--- src/rtl/unified_mem_arbiter_if.sv ---
// rtl/unified_mem_arbiter_if.sv - fetch/data requester, shared memory and stall signals of the arbiter
interface unified_mem_arbiter_if #(
    parameter int AW = 8
);
    logic          if_req;
    logic [AW-1:0] if_addr;
    logic [31:0]   if_rdata;
    logic          if_ready;
    logic          dm_req;
    logic          dm_we;
    logic [AW-1:0] dm_addr;
    logic [31:0]   dm_wdata;
    logic [31:0]   dm_rdata;
    logic          dm_ready;
    logic          mem_en;
    logic          mem_we;
    logic [AW-3:0] mem_addr;
    logic [31:0]   mem_wdata;
    logic [31:0]   mem_rdata;
    logic          pc_stall;

    modport slave (
        input  if_req, if_addr, dm_req, dm_we, dm_addr, dm_wdata, mem_rdata,
        output if_rdata, if_ready, dm_rdata, dm_ready,
        output mem_en, mem_we, mem_addr, mem_wdata, pc_stall
    );

    modport master (
        output if_req, if_addr, dm_req, dm_we, dm_addr, dm_wdata, mem_rdata,
        input  if_rdata, if_ready, dm_rdata, dm_ready,
        input  mem_en, mem_we, mem_addr, mem_wdata, pc_stall
    );
endinterface

--- src/rtl/unified_mem_arbiter.sv ---
// rtl/unified_mem_arbiter.sv - shares one single-port memory between instruction fetch and data access
module unified_mem_arbiter #(
    parameter int WAIT_CYCLES = 1,
    parameter int AW          = 8
) (
    input logic                  clk,
    input logic                  rst,
    unified_mem_arbiter_if.slave bus
);
    typedef enum logic [1:0] {S_IDLE, S_ACC, S_RESP} state_t;

    localparam logic [2:0] WAIT_INIT = 3'(WAIT_CYCLES);

    state_t        state_q, state_d;
    logic [2:0]    cnt_q, cnt_d;
    logic          src_dm_q, src_dm_d;
    logic          last_dm_q, last_dm_d;
    logic          we_q, we_d;
    logic [AW-3:0] addr_q, addr_d;
    logic [31:0]   wdata_q, wdata_d;
    logic [31:0]   if_rdata_q, if_rdata_d;
    logic [31:0]   dm_rdata_q, dm_rdata_d;
    logic          grant_dm;
    logic          in_acc;
    logic          unused_addr_lsbs;

    // Byte offset bits never reach the word-addressed memory.
    assign unused_addr_lsbs = ^{bus.if_addr[1:0], bus.dm_addr[1:0]};

    // On a tie, data wins unless data was the most recently completed grant.
    assign grant_dm = bus.dm_req && (!bus.if_req || !last_dm_q);

    always_ff @(posedge clk or negedge rst) begin
        if (!rst) begin
            state_q    <= S_IDLE;
            cnt_q      <= '0;
            src_dm_q   <= 1'b0;
            last_dm_q  <= 1'b0;
            we_q       <= 1'b0;
            addr_q     <= '0;
            wdata_q    <= '0;
            if_rdata_q <= '0;
            dm_rdata_q <= '0;
        end else begin
            state_q    <= state_d;
            cnt_q      <= cnt_d;
            src_dm_q   <= src_dm_d;
            last_dm_q  <= last_dm_d;
            we_q       <= we_d;
            addr_q     <= addr_d;
            wdata_q    <= wdata_d;
            if_rdata_q <= if_rdata_d;
            dm_rdata_q <= dm_rdata_d;
        end
    end

    always_comb begin
        state_d    = state_q;
        cnt_d      = cnt_q;
        src_dm_d   = src_dm_q;
        last_dm_d  = last_dm_q;
        we_d       = we_q;
        addr_d     = addr_q;
        wdata_d    = wdata_q;
        if_rdata_d = if_rdata_q;
        dm_rdata_d = dm_rdata_q;
        case (state_q)
            S_IDLE: begin
                if (bus.if_req || bus.dm_req) begin
                    state_d  = S_ACC;
                    cnt_d    = WAIT_INIT;
                    src_dm_d = grant_dm;
                    if (grant_dm) begin
                        addr_d  = bus.dm_addr[AW-1:2];
                        we_d    = bus.dm_we;
                        wdata_d = bus.dm_wdata;
                    end else begin
                        addr_d  = bus.if_addr[AW-1:2];
                        we_d    = 1'b0;
                        wdata_d = '0;
                    end
                end
            end
            S_ACC: begin
                if (cnt_q == 3'd0) begin
                    state_d = S_RESP;
                    if (!we_q) begin
                        if (src_dm_q) dm_rdata_d = bus.mem_rdata;
                        else          if_rdata_d = bus.mem_rdata;
                    end
                end else begin
                    cnt_d = cnt_q - 3'd1;
                end
            end
            S_RESP: begin
                state_d   = S_IDLE;
                last_dm_d = src_dm_q;
            end
            default: state_d = S_IDLE;
        endcase
    end

    assign in_acc        = (state_q == S_ACC);
    assign bus.mem_en    = in_acc;
    assign bus.mem_we    = in_acc && we_q && (cnt_q == 3'd0);
    assign bus.mem_addr  = in_acc ? addr_q : '0;
    assign bus.mem_wdata = in_acc ? wdata_q : '0;
    assign bus.if_ready  = (state_q == S_RESP) && !src_dm_q;
    assign bus.dm_ready  = (state_q == S_RESP) && src_dm_q;
    assign bus.if_rdata  = if_rdata_q;
    assign bus.dm_rdata  = dm_rdata_q;
    assign bus.pc_stall  = bus.if_req && !bus.if_ready;
endmodule
--- src/flat_wrapper.sv ---
// flat-port wrapper written by rule: the top's interface ports become plain ports
module unified_mem_arbiter_flat 
#(
    parameter int WAIT_CYCLES = 1,
    parameter int AW          = 8
)
  (clk, rst, bus_if_req, bus_if_addr, bus_dm_req, bus_dm_we, bus_dm_addr, bus_dm_wdata, bus_mem_rdata, bus_if_rdata, bus_if_ready, bus_dm_rdata, bus_dm_ready, bus_mem_en, bus_mem_we, bus_mem_addr, bus_mem_wdata, bus_pc_stall);
  unified_mem_arbiter_if #(.AW(AW)) bus_i ();
  input logic clk;
  input logic rst;
  input wire logic [$bits(bus_i.if_req)-1:0] bus_if_req;
  input wire logic [$bits(bus_i.if_addr)-1:0] bus_if_addr;
  input wire logic [$bits(bus_i.dm_req)-1:0] bus_dm_req;
  input wire logic [$bits(bus_i.dm_we)-1:0] bus_dm_we;
  input wire logic [$bits(bus_i.dm_addr)-1:0] bus_dm_addr;
  input wire logic [$bits(bus_i.dm_wdata)-1:0] bus_dm_wdata;
  input wire logic [$bits(bus_i.mem_rdata)-1:0] bus_mem_rdata;
  output wire logic [$bits(bus_i.if_rdata)-1:0] bus_if_rdata;
  output wire logic [$bits(bus_i.if_ready)-1:0] bus_if_ready;
  output wire logic [$bits(bus_i.dm_rdata)-1:0] bus_dm_rdata;
  output wire logic [$bits(bus_i.dm_ready)-1:0] bus_dm_ready;
  output wire logic [$bits(bus_i.mem_en)-1:0] bus_mem_en;
  output wire logic [$bits(bus_i.mem_we)-1:0] bus_mem_we;
  output wire logic [$bits(bus_i.mem_addr)-1:0] bus_mem_addr;
  output wire logic [$bits(bus_i.mem_wdata)-1:0] bus_mem_wdata;
  output wire logic [$bits(bus_i.pc_stall)-1:0] bus_pc_stall;
  assign bus_i.if_req = bus_if_req;
  assign bus_i.if_addr = bus_if_addr;
  assign bus_i.dm_req = bus_dm_req;
  assign bus_i.dm_we = bus_dm_we;
  assign bus_i.dm_addr = bus_dm_addr;
  assign bus_i.dm_wdata = bus_dm_wdata;
  assign bus_i.mem_rdata = bus_mem_rdata;
  assign bus_if_rdata = bus_i.if_rdata;
  assign bus_if_ready = bus_i.if_ready;
  assign bus_dm_rdata = bus_i.dm_rdata;
  assign bus_dm_ready = bus_i.dm_ready;
  assign bus_mem_en = bus_i.mem_en;
  assign bus_mem_we = bus_i.mem_we;
  assign bus_mem_addr = bus_i.mem_addr;
  assign bus_mem_wdata = bus_i.mem_wdata;
  assign bus_pc_stall = bus_i.pc_stall;
  unified_mem_arbiter #(.WAIT_CYCLES(WAIT_CYCLES), .AW(AW)) u_core (.clk(clk), .rst(rst), .bus(bus_i));
endmodule
--- config.mk ---
export PLATFORM = sky130hd
export DESIGN_NAME = unified_mem_arbiter_flat
export DESIGN_NICKNAME = d
export VERILOG_FILES = /design/src/rtl/unified_mem_arbiter_if.sv /design/src/rtl/unified_mem_arbiter.sv /design/src/flat_wrapper.sv
export SDC_FILE = /design/constraint.sdc
export NUM_CORES = 1
export LEC_CHECK = 0
export CORE_MARGIN = 1.5
export CORE_UTILIZATION = 44
export CTS_BUF_LIST = sky130_fd_sc_hd__clkbuf_8
export DETAILED_ROUTE_END_ITERATION = 6
export GPL_TIMING_DRIVEN = 0
export PLACE_DENSITY_LB_ADDON = 0.3
export SLEW_MARGIN = 20
export SYNTH_ARGS = -nofsm -noshare
export SYNTH_HDL_FRONTEND = slang
export SYNTH_SLANG_ARGS = --single-unit
--- constraint.sdc ---
create_clock -name clk -period 1.9 [get_ports clk]
set_input_delay 0.285 -clock clk [delete_from_list [all_inputs] [get_ports clk]]
set_output_delay 0.285 -clock clk [all_outputs]
set_load 0.05 [all_outputs]
==> results of run 1 <==
==> per-stage QoR <==
| stage | worst slack [ns] | cells | hold slack (ns) | setup TNS (ns) |
|---|---|---|---|---|
| finish | 0.0149 | 666 | 0.441 | 0 |
| global route | -0.0558 | 666 | 0.458 | -0.387 |
| CTS | -0.0620 | 656 | 0.431 | -1.25 |
| detailed placement | -0.674 | 636 | 0.289 | -25.23 |
| global placement | -3.49 | 635 | 0.466 | -405.83 |
| floorplan | 0.0941 | 315 | -0.0106 | 0 |
==> how the worst min path moves through the flow <==
stage / from / end / slack, ns / cells past startpoint
2_1_floorplan: rst / u_core.addr_q[0] / -0.01 / 0
6_report: rst / u_core.wdata_q[7] / 0.44 / 2
3_3_place_gp: u_core.last_dm_q / u_core.last_dm_q / 0.47 / 1
5_1_grt: rst / u_core.wdata_q[7] / 0.46 / 2
3_5_place_dp: rst / u_core.wdata_q[6] / 0.29 / 1
4_1_cts: rst / u_core.wdata_q[6] / 0.43 / 2
==> layer usage <==
metal  share of wire [%]  global-route usage (%)  vias up
li1                    -                       -     1536
met1                  40                    25.8     1696
met2                  52                    37.3      107
met3                 6.3                    7.80        7
met4                 1.0                    4.86        0
met5                   0                       0        -
==> repair_timing <==
| item | 4_1_cts | 5_1_grt |
|---|---|---|
| endpoints found under the setup margin | 43 | 68 |
| setup buffers | 3 | 9 |
| gates cloned | 0 | 1 |
| resized for setup | 299 | 39 |
| hold buffers | 1 | 0 |
| hold endpoints to repair | 57 | 0 |
| pin swaps | 5 | 3 |
==> flip-flops by register name, summed over array words and instances, names as in the netlist <==
name / flops
u_core.addr_q: 6
u_core.bus.dm_rdata: 32
u_core.bus.if_rdata: 32
u_core.cnt_q: 3
u_core.last_dm_q: 1
u_core.src_dm_q: 1
u_core.state_q: 2
u_core.wdata_q: 32
u_core.we_q: 1
==> area by class of cell <==
class | instances | area, um^2
tap | 133 | 166
multi-input combinational | 181 | 1620
inverter | 4 | 15.0
sequential | 110 | 2760
timing repair buffer | 202 | 2070
buffer | 20 | 155
clock inverter | 6 | 61.3
fill | 746 | 2840
clock buffer | 10 | 138
==> synthesized netlist by cell type, types with 2 or more instances <==
library cell,n,area [um^2]
dfrtp_1,110,2750
mux2_2,64,721
and2_1,39,244
a22o_1,33,289
a21oi_1,7,35.0
buf_2,7,35.0
clkbuf_1,7,26.3
a31oi_1,6,37.5
mux2i_1,6,60.1
inv_1,4,15.0
nor2_1,4,15.0
buf_4,3,22.5
buf_6,3,33.8
nand2_1,3,11.3
a21o_1,2,15.0
ha_1,2,25.0
nand2b_1,2,12.5
nor2b_1,2,12.5
==> logic make-up (layout without fill, tap and decap cells) <==
family / Yosys count / count (layout) / share of synthesized area [%]
fa+ha+maj: 2 / 2 / 0.561
flops: 110 / 110 / 61.8
buf+inv: 24 / 242 / 2.98
simple gates: 57 / 57 / 7.94
mux: 70 / 70 / 17.5
compound gates: 52 / 52 / 9.24
==> flow_summary.json, run 1 <==
{
  "outcome": "finished, final reports clean",
  "route.detailed.drc": 0,
  "ioPinCount": 192,
  "cts_tree": "done",
  "reg2regPathDepth": 7,
  "clk_latency_ns": 0.37,
  "fp.dieH_um": 104,
  "max_freq_mhz": 530,
  "cp_num_cells": 5,
  "worstReg2RegEnd": "u_core.bus.dm_rdata[29]",
  "antenna_found_initial": 0,
  "synthesis.area_um2": 4460,
  "diodes": 0,
  "synthesis.nets": 402,
  "cts_buffers": 9,
  "dp_hpwl_um": 8240,
  "worstMarginPinSlew_ns": 0.546,
  "final_layout_size_suffix_gt1_share_pct": 33.6,
  "cap_violations": 0,
  "worst-path-buf-inv": 2,
  "clock-sinks": 110,
  "grt_overflow": 0,
  "grt_usage_pct": 21.6,
  "die-area_um2": 10700,
  "syn_to_final_growth_pct": 56.7,
  "post_dp_cell_area_um2": 6530,
  "netlist-cell-type-count": 29,
  "clkTransAtPathRegs_ns": 0.10,
  "crit_chain": "inv_2 -> ha_4 -> and4bb_2 -> and2_4 -> buf_8",
  "critPathKind": "flop to output pin",
  "synth-seq-cells": 110,
  "gp_congestion": 0.732,
  "relSlewSlack_pct": 63.6,
  "grt_setup_unrepaired": "yes",
  "final_cell_mix": "130 x clkdlybuf4s50_1, 108 x dfrtp_1, 64 x mux2_2, 33 x a22o_1, 31 x buf_6",
  "cts_buffer_depth": 2,
  "wl_per_cell_um": 17.2,
  "final_common_cell": "clkdlybuf4s50_1",
  "max_stage_delay_ns": 0.42,
  "grt_pass1_vias": 3470,
  "fin_crit_sh_pct": 99.2,
  "skew_ns": 0.0119,
  "port_buffers": 187,
  "fin_util_pct": 71.1,
  "critPathTopFamily": "simple AND/OR/NAND/NOR gates",
  "synth_cells": 315,
  "grt_pass1_wl_um": 18200,
  "synth-edff-count": 0,
  "worst_path_max_delay_cell": "dfrtp_1",
  "cp_max_fo": 4,
  "hp-class": "primary input to asynchronous set/reset pin",
  "worstPathRequired_ns": 1.62,
  "end_kind": "output pin",
  "r2r-start": "u_core.cnt_q[0]",
  "startpoint_type": "flop",
  "grt_max_degree": 59,
  "synthArstFlopShare_pct": 100,
  "fin_area_um2": 6980,
  "drtIter0Drc": 123,
  "synth.avg_cell_area_um2": 14.1,
  "core_area_um2": 9820,
  "vias": 3346,
  "synth_ff_type": "dfrtp_1",
  "drtPass1Iterations": 4,
  "initial_utilization_pct": 45.4,
  "setup_violations": 0,
  "num_rows": 36,
  "ant_nets": 0,
  "die_w_um": 104,
  "fin_nets": 615,
  "h-tree-depth": 3,
  "cp.arrival_ns": 1.60,
  "endpoint": "bus_mem_we",
  "routed_via_density": 5.02,
  "wirelength_um": 11500,
  "critPathLaunch": "u_core.cnt_q[0]",
  "hold_viol": 0,
  "reg2reg_slack_ns": 0.03,
  "root_buffer": "clkbuf_8",
  "drv_slew": 0,
  "fin_crit_ns": 1.89,
  "synth_seq_area_share_pct": 61.8,
  "yosys_warnings": 0
}
Power of run 1 is left out: the tool's default activity adds up to more than one toggle a clock period on the data nets, which glitch-free logic cannot reach.
==> run 2, diff against run 1 <==
--- a/config.mk
+++ b/config.mk
@@ -15,3 +15,4 @@
 export SYNTH_ARGS = -nofsm -noshare
 export SYNTH_HDL_FRONTEND = slang
 export SYNTH_SLANG_ARGS = --single-unit
+export TNS_END_PERCENT = 50
==> run 2 against run 1 <==
Compared with the run above: critical path depth is the same; design area shrank 3.2%; flip-flop and latch count is the same; global-route usage shrank 0.88 points; die area is the same; core utilization shrank 2.3 points; worst setup slack gained 0.018 ns; non-clock buffer count shrank 10; critical path type unchanged.
==> flow_summary.json, run 2 (synthesis results as in run 1) <==
{
  "reg2reg_slack_ns": 0.09,
  "ant_nets": 0,
  "dp_hpwl_um": 8250,
  "relSlewSlack_pct": 63.7,
  "final_layout_size_suffix_gt1_share_pct": 29.8,
  "cp.arrival_ns": 1.58,
  "hold_viol": 0,
  "cap_violations": 0,
  "ioPinCount": 192,
  "fin_nets": 605,
  "diodes": 0,
  "grt_pass1_wl_um": 17700,
  "final_cell_mix": "142 x clkdlybuf4s50_1, 109 x dfrtp_1, 64 x mux2_2, 43 x buf_4, 38 x and2_1",
  "routed_via_density": 5.07,
  "max_freq_mhz": 536,
  "skew_ns": 0.0113,
  "n_fill_cell": 767,
  "gp_congestion": 0.761,
  "port_buffers": 187,
  "end_kind": "output pin",
  "startpoint_type": "flop",
  "core_area_um2": 9820,
  "cts_buffers": 9,
  "clkTransAtPathRegs_ns": 0.10,
  "grt_setup_unrepaired": "yes",
  "vias": 3326,
  "fin_crit_ns": 1.87,
  "cts_tree": "done",
  "antenna_found_initial": 0,
  "worst_path_max_delay_cell": "dfrtp_1",
  "cp_max_fo": 4,
  "setup_violations": 0,
  "clk_latency_ns": 0.35,
  "reg2regPathDepth": 7,
  "worstPathRequired_ns": 1.62,
  "initial_utilization_pct": 45.4,
  "syn_to_final_growth_pct": 51.6,
  "fp.dieH_um": 104,
  "grt_usage_pct": 20.7,
  "route.detailed.drc": 0,
  "fin_util_pct": 68.8,
  "num_rows": 36,
  "final_common_cell": "clkdlybuf4s50_1",
  "clock-sinks": 110,
  "drv_slew": 0,
  "h-tree-depth": 3,
  "die-area_um2": 10700,
  "drtIter0Drc": 77,
  "outcome": "finished, final reports clean",
  "critPathKind": "flop to output pin",
  "fin_crit_sh_pct": 98.3,
  "hp-class": "primary input to asynchronous set/reset pin",
  "crit_chain": "inv_2 -> ha_4 -> and4bb_2 -> and2_4 -> buf_6",
  "grt_pass1_vias": 3458,
  "wirelength_um": 10900,
  "grt_max_degree": 64,
  "drtPass1Iterations": 4,
  "die_w_um": 104,
  "max_stage_delay_ns": 0.40,
  "grt_overflow": 0,
  "cts_buffer_depth": 2,
  "worstMarginPinSlew_ns": 0.543,
  "root_buffer": "clkbuf_8",
  "wl_per_cell_um": 16.6
}
==> run 2: worst paths after layout <==
| check | startpoint | to |
|---|---|---|
| worst max-delay path | u_core.cnt_q[0] | bus_mem_we |
| worst min-delay path | rst | u_core.wdata_q[8] |
| worst max register to register | u_core.cnt_q[0] | u_core.bus.dm_rdata[13] |
| worst min register to register | u_core.last_dm_q | u_core.last_dm_q |
| max in group asynchronous | rst | u_core.bus.if_rdata[23] |
| min in group clk | u_core.last_dm_q | u_core.last_dm_q |
==> run 2: through the flow <==
stage          setup WS (ns)  hold WS [ns]  instances  area (um^2)  setup TNS [ns]
2_1_floorplan        -0.0873       -0.0106        315         4460         -0.0873
3_3_place_gp           -3.47         0.467        635         6500         -405.16
3_5_place_dp          -0.625         0.246        636         6530          -26.92
4_1_cts              -0.0348         0.414        654         6720         -0.0474
5_1_grt              -0.0392         0.437        656         6760          -0.532
6_report              0.0326         0.410        656         6760               0
==> run 2: cell type report <==
type                    count  area [um^2]  area share [%]
plain buffers              20          140            2.07
clock buffers              10          138            2.04
clock inverters             6          110            1.63
inverters                   4         15.0           0.222
multi-input cells         181         1590            23.6
flip-flops and latches    110         2750            40.8
well taps                 133          166            2.46
repair buffers            192         1840            27.2
==> run 2: worst max-delay path, delay by kind of cell (launching register included) <==
kind                       cells  cell delay, ns
adders and majority gates      1            0.15
buffers and inverters          2            0.25
DFF                            1            0.40
and+or+nand+nor                2            0.43
==> run 2: per-layer routing <==
metal | routed length [um] | track usage (%)
met5 | 0 | 0
met4 | 296 | 8.73
met3 | 572 | 4.22
met2 | 5720 | 37.2
met1 | 4310 | 24.0
==> run 2: what timing repair did <==
item,in CTS,in global routing
gates resized for setup,260,19
buffers inserted,1,2
hold endpoints to repair,47,0
endpoints found under the setup margin,43,43
hold buffers,1,0
pin swaps,0,0
Power of run 2 is left out for the same reason.
